$ cat src/rtl/mux_pkg.sv
// Shared constants and helpers for the mux_N_to_1 / demux_1_to_n_reg family.
// Latency: none (declarations only).
// Backpressure: not applicable.
package mux_pkg;

  // Default widths shared across the selector family
  localparam int DEF_BIT_WIDTH = 16;
  localparam int DEF_SEL_WIDTH = 2;

  // Per-lane one-entry slot occupancy
  typedef enum logic {
    SLOT_EMPTY = 1'b0,
    SLOT_FULL  = 1'b1
  } slot_state_e;

  // Ceiling log2 for sizing select fields from lane counts
  function automatic int clog2(input int value);
    int v;
    int r;
    r = 0;
    v = value - 1;
    while (v > 0) begin
      r = r + 1;
      v = v >> 1;
    end
    return r;
  endfunction

endpackage

$ cat src/rtl/demux_slot.sv
// One-entry registered holding slot for a single demux output lane.
// Latency: a write appears on o_data/o_full the cycle after i_wr_en.
// Backpressure: holds its word until i_rd_ready; the parent only writes when empty or draining.
module demux_slot
  import mux_pkg::*;
#(
  parameter int BIT_WIDTH = DEF_BIT_WIDTH
) (
  input  logic                 i_clk,
  input  logic                 i_reset,
  input  logic                 i_wr_en,
  input  logic [BIT_WIDTH-1:0] i_wr_data,
  input  logic                 i_rd_ready,
  output logic                 o_full,
  output logic [BIT_WIDTH-1:0] o_data
);

  slot_state_e          r_state;
  logic [BIT_WIDTH-1:0] r_data;

  // Slot occupancy and data: a write wins over a drain so same-edge drain+refill stays full
  always_ff @(posedge i_clk) begin
    if (i_reset) begin
      r_state <= SLOT_EMPTY;
      r_data  <= '0;
    end else if (i_wr_en) begin
      r_state <= SLOT_FULL;
      r_data  <= i_wr_data;
    end else if ((r_state == SLOT_FULL) && i_rd_ready) begin
      // Data is left in place after a drain; consumers qualify with o_full
      r_state <= SLOT_EMPTY;
    end
  end

  assign o_full = (r_state == SLOT_FULL);
  assign o_data = r_data;

endmodule

$ cat src/rtl/demux_1_to_n_reg.sv
// Registered 1-to-N demux: routes one input word per cycle to the lane picked by i_sel.
// Latency: 1 cycle from accepted input to o_valid/o_B of the target lane.
// Backpressure: o_ready drops only when the target lane (all lanes for broadcast) is full and not draining.
// Optional feature macro: DEMUX_BCAST_EN adds i_bcast, writing one word into every lane at once.
module demux_1_to_n_reg
  import mux_pkg::*;
#(
  parameter  int BIT_WIDTH = DEF_BIT_WIDTH,
  parameter  int SEL_WIDTH = DEF_SEL_WIDTH,
  localparam int NUM_OUT   = 1 << SEL_WIDTH
) (
  input  logic                         i_clk,
  input  logic                         i_reset,
  input  logic                         i_valid,
  output logic                         o_ready,
  input  logic [SEL_WIDTH-1:0]         i_sel,
  input  logic [BIT_WIDTH-1:0]         i_A,
`ifdef DEMUX_BCAST_EN
  input  logic                         i_bcast,
`endif
  output logic [NUM_OUT-1:0]           o_valid,
  input  logic [NUM_OUT-1:0]           i_ready,
  output logic [NUM_OUT*BIT_WIDTH-1:0] o_B,
  output logic                         o_busy
);

  logic [NUM_OUT-1:0] w_full;
  logic [NUM_OUT-1:0] w_slot_ok;
  logic [NUM_OUT-1:0] w_wr_en;
  logic               w_tgt_ok;
  logic               w_xfer;

  // A lane can take a word if it is empty or being drained this same edge
  assign w_slot_ok = ~w_full | i_ready;

`ifdef DEMUX_BCAST_EN
  // Broadcast needs every lane able to accept; the select is ignored
  assign w_tgt_ok = i_bcast ? (&w_slot_ok) : w_slot_ok[i_sel];
`else
  assign w_tgt_ok = w_slot_ok[i_sel];
`endif

  assign o_ready = !i_reset && w_tgt_ok;
  assign w_xfer  = i_valid && o_ready;

  genvar g;
  generate
    for (g = 0; g < NUM_OUT; g++) begin : g_lane
`ifdef DEMUX_BCAST_EN
      assign w_wr_en[g] = w_xfer && (i_bcast || (i_sel == SEL_WIDTH'(g)));
`else
      assign w_wr_en[g] = w_xfer && (i_sel == SEL_WIDTH'(g));
`endif

      demux_slot #(
        .BIT_WIDTH (BIT_WIDTH)
      ) u_slot (
        .i_clk      (i_clk),
        .i_reset    (i_reset),
        .i_wr_en    (w_wr_en[g]),
        .i_wr_data  (i_A),
        .i_rd_ready (i_ready[g]),
        .o_full     (w_full[g]),
        .o_data     (o_B[g*BIT_WIDTH +: BIT_WIDTH])
      );
    end
  endgenerate

  assign o_valid = w_full;
  assign o_busy  = |w_full;

endmodule

$ cat config.mk
export PLATFORM = sky130hd
export DESIGN_NAME = demux_1_to_n_reg
export DESIGN_NICKNAME = d
export VERILOG_FILES = /design/src/rtl/mux_pkg.sv /design/src/rtl/demux_slot.sv /design/src/rtl/demux_1_to_n_reg.sv
export SDC_FILE = /design/constraint.sdc
export NUM_CORES = 1
export LEC_CHECK = 0
export ABC_AREA = 1
export BUFFER_PORTS_ARGS = -buffer_cell sky130_fd_sc_hd__buf_2
export CAP_MARGIN = 20
export CORE_ASPECT_RATIO = 0.8
export CORE_MARGIN = 5
export CORE_UTILIZATION = 53
export DETAILED_ROUTE_END_ITERATION = 7
export GPL_TIMING_DRIVEN = 0
export PLACE_DENSITY_LB_ADDON = 0.12
export SYNTH_ARGS = -nofsm -noshare
export SYNTH_HDL_FRONTEND = slang
export SYNTH_SLANG_ARGS = --single-unit
export TNS_END_PERCENT = 100
$ cat constraint.sdc
create_clock -name i_clk -period 1.7 [get_ports i_clk]
set_input_delay 0.17 -clock i_clk [delete_from_list [all_inputs] [get_ports i_clk]]
set_output_delay 0.17 -clock i_clk [all_outputs]
set_load 0.01 [all_outputs]
==> flow_metrics.env <==
export IMPL_synth_area_leaders="dfxtp_1 (38%), nand2_1 (13%), inv_1 (13%)"
export IMPL_worstPathArrival_ns=1.42
export IMPL_layout_commonest_cell="nand2_1"
export IMPL_root_buffer="clkbuf_8"
export IMPL_clkTransAtPathRegs_ns=0.07
export IMPL_synth_area_mm2=0.00356
export IMPL_finalMaxSlewViolations=0
export IMPL_syn_area_per_cell_um2=6.52
export IMPL_synth_seq_cells=68
export IMPL_wire_per_inst_um=12.7
export IMPL_irDropWorstVdd_mv=0.650
export IMPL_layout_min_cycle_time_ns=1.59
export IMPL_yosys_area_top_type="dfxtp_1"
export IMPL_cts_inserted_buffers=9
export IMPL_htreeDepth=3
export IMPL_synth_cell_types=19
export IMPL_synthCells=545
export IMPL_clock_path_buffers=2
export IMPL_max_slew_worst_pin_slew_ns=0.507
export IMPL_antenna_left=0
export IMPL_cts_sinks=68
export IMPL_end_kind="output pin"
export IMPL_critPathMaxFanout=7
export IMPL_hp_class="primary input to flip-flop"
export IMPL_netlist_area_leader_share=0.383
export IMPL_cp_slowest_cell="dfxtp_2"
export IMPL_routed_wl_um=9440
export IMPL_vias=3493
export IMPL_hold_viol=0
export IMPL_cp_top_family="simple AND/OR/NAND/NOR gates"
export IMPL_io_pins=95
export IMPL_antenna_cells=0
export IMPL_critPathBufInv=3
export IMPL_grt_total_usage=0.226
export IMPL_path_cells="inv_1 > nor2_1 > nand2_1 > nand3_2 > nor2_4 > buf_6 > buf_2"
export IMPL_fmax_ghz=0.630
export IMPL_multiInputGateArea_mm2=0.00141
export IMPL_gp_congestion=0.845
export IMPL_finalSetupTns_ns=0
export IMPL_drt_iter0_drc=188
export IMPL_ys_seq_area_frac=0.383
export IMPL_fin_crit_sh=0.934
export IMPL_drcViolationCount=0
export IMPL_yosysWarnings=0
export IMPL_cts_tree="built"
export IMPL_area_growth_pct=23.0
export IMPL_overflow=0
export IMPL_setup_viol=0
export IMPL_start_util=0.552
export IMPL_dp_hpwl_um=6910
export IMPL_viasPerCell=4.71
export IMPL_dp_cells=722
export IMPL_grt_pass1_wl_um=15100
export IMPL_fp_coreArea_mm2=0.00644
export IMPL_antenna_found_initial=0
export IMPL_fillCellCount=596
export IMPL_power_density_mw_per_mm2=822
export IMPL_outcome="completed"
export IMPL_final_cells=741
export IMPL_crit_path_start_kind="flip-flop"
export IMPL_worst_setup_path_type="flip-flop to output pin"
export IMPL_skew_ns=0.00450
export IMPL_p_leak_nw=2.42
export IMPL_relSlewSlack=0.662
export IMPL_die_h_um=83.3
export IMPL_seqCellArea_mm2=0.00136
export IMPL_grt_pass1_vias=3208
export IMPL_synthesis_nets=570
export IMPL_drt_pass1_iter_count=5
export IMPL_max_cap_viol_count=0
export IMPL_cpPeakStageDelay_ns=0.33
export IMPL_dieArea_mm2=0.00846
export IMPL_port_buffers=93
export IMPL_dieWidth_um=102
export IMPL_num_rows=26
export IMPL_nets=677
export IMPL_rsz0062_at_grt="false"
export IMPL_drive_gt1_frac=0.277
export IMPL_grt_start_max_net_pins=13
export IMPL_final_cell_mix="nand2_1 (127), inv_1 (124), buf_2 (94)"
export IMPL_clock_latency_ns=0.34
export IMPL_required_ns=1.53
[stage by stage]
stage / setup slack, ns / power (W) / util / instance area (um^2) / hold slack (ns)
after global placement: 0.0833 / 0.00223 / 0.641 / 4130 / 0.404
after CTS: 0.0120 / 0.00359 / 0.673 / 4330 / 0.0286
after floorplan: 0.440 / 0.00207 / - / 3560 / 0.239
final: 0.113 / 0.00359 / 0.679 / 4370 / 0.0397
after detailed placement: 0.0322 / 0.00225 / 0.641 / 4130 / 0.402
after global routing: 0.00373 / 0.00375 / 0.679 / 4370 / 0.0520
[area by class of cell]
cell class                      count  share of cell area
Clock inverter                      6              0.0146
Tap cell                           84              0.0240
Sequential cell                    68               0.312
Timing Repair Buffer               96               0.112
Clock buffer                       10              0.0315
Inverter                          155               0.133
Buffer                             34              0.0518
Multi-Input combinational cell    288               0.322
[metal layers]
layer  global-route usage  routed length, um  up-vias
li1                     -                  -     1820
met1                0.299               4190     1504
met3               0.0653                866       15
met2                0.352               4210      154
met4               0.0737                176        0
met5                    0                  0        -
[path summary, 6_finish.rpt]
path / to / cells after the start / start / slack [ns]
setup reg to reg: g_lane[2].u_slot.o_data[10] / 11 / g_lane[2].u_slot.o_full / 0.14
hold / removal: g_lane[0].u_slot.o_full / 2 / i_reset / 0.04
setup / recovery: o_ready / 7 / g_lane[2].u_slot.o_full / 0.11
hold reg to reg: g_lane[2].u_slot.o_full / 2 / g_lane[2].u_slot.o_full / 0.49
[logic make-up (layout without fill, tap and decap cells)]
| kind of cell | Yosys count | count (layout) | synth area share |
|---|---|---|---|
| AND/OR/NAND/NOR | 284 | 284 | 0.386 |
| buffers and inverters | 189 | 301 | 0.226 |
| flip-flops | 68 | 68 | 0.383 |
| AO/OA/AOI/OAI | 4 | 4 | 0.00563 |
[power breakdown]
group          switching (W)  leakage (nW)  total [W]  internal (W)
Sequential         0.0000296         0.553    0.00168       0.00165
Combinational       0.000354          1.77   0.000551      0.000197
Clock               0.000650        0.0983    0.00136      0.000714
Total                0.00103          2.42    0.00359       0.00256
[state kept, by name, summed over array words and instances (netlist names)]
name,flops
g_lane.u_slot.o_data,64
g_lane.u_slot.o_full,4
[Yosys cell counts]
| cell | n |
|---|---|
| nand2_1 | 127 |
| buf_1 | 6 |
| nand4_4 | 4 |
| nand3_1 | 4 |
| buf_6 | 10 |
| buf_4 | 4 |
| nand2_4 | 1 |
| nor2_4 | 3 |
| a21oi_1 | 4 |
| inv_2 | 31 |
| nand2_2 | 9 |
| nand4_1 | 64 |
| nor2_8 | 1 |
| dfxtp_1 | 68 |
| nor2_1 | 70 |
| buf_2 | 2 |
| clkbuf_1 | 12 |
| inv_1 | 124 |
| nor2_2 | 1 |
[what timing repair did]
item | 4_1_cts | 5_1_grt
gates resized for setup | 2 | 5
setup buffers | 0 | 3
setup endpoints to repair | 1 | 1
endpoints found under the hold margin | 0 | 0
hold buffers | 0 | 0
pin swaps | 0 | 1
Note: power is estimated with default switching activity, not from simulation.
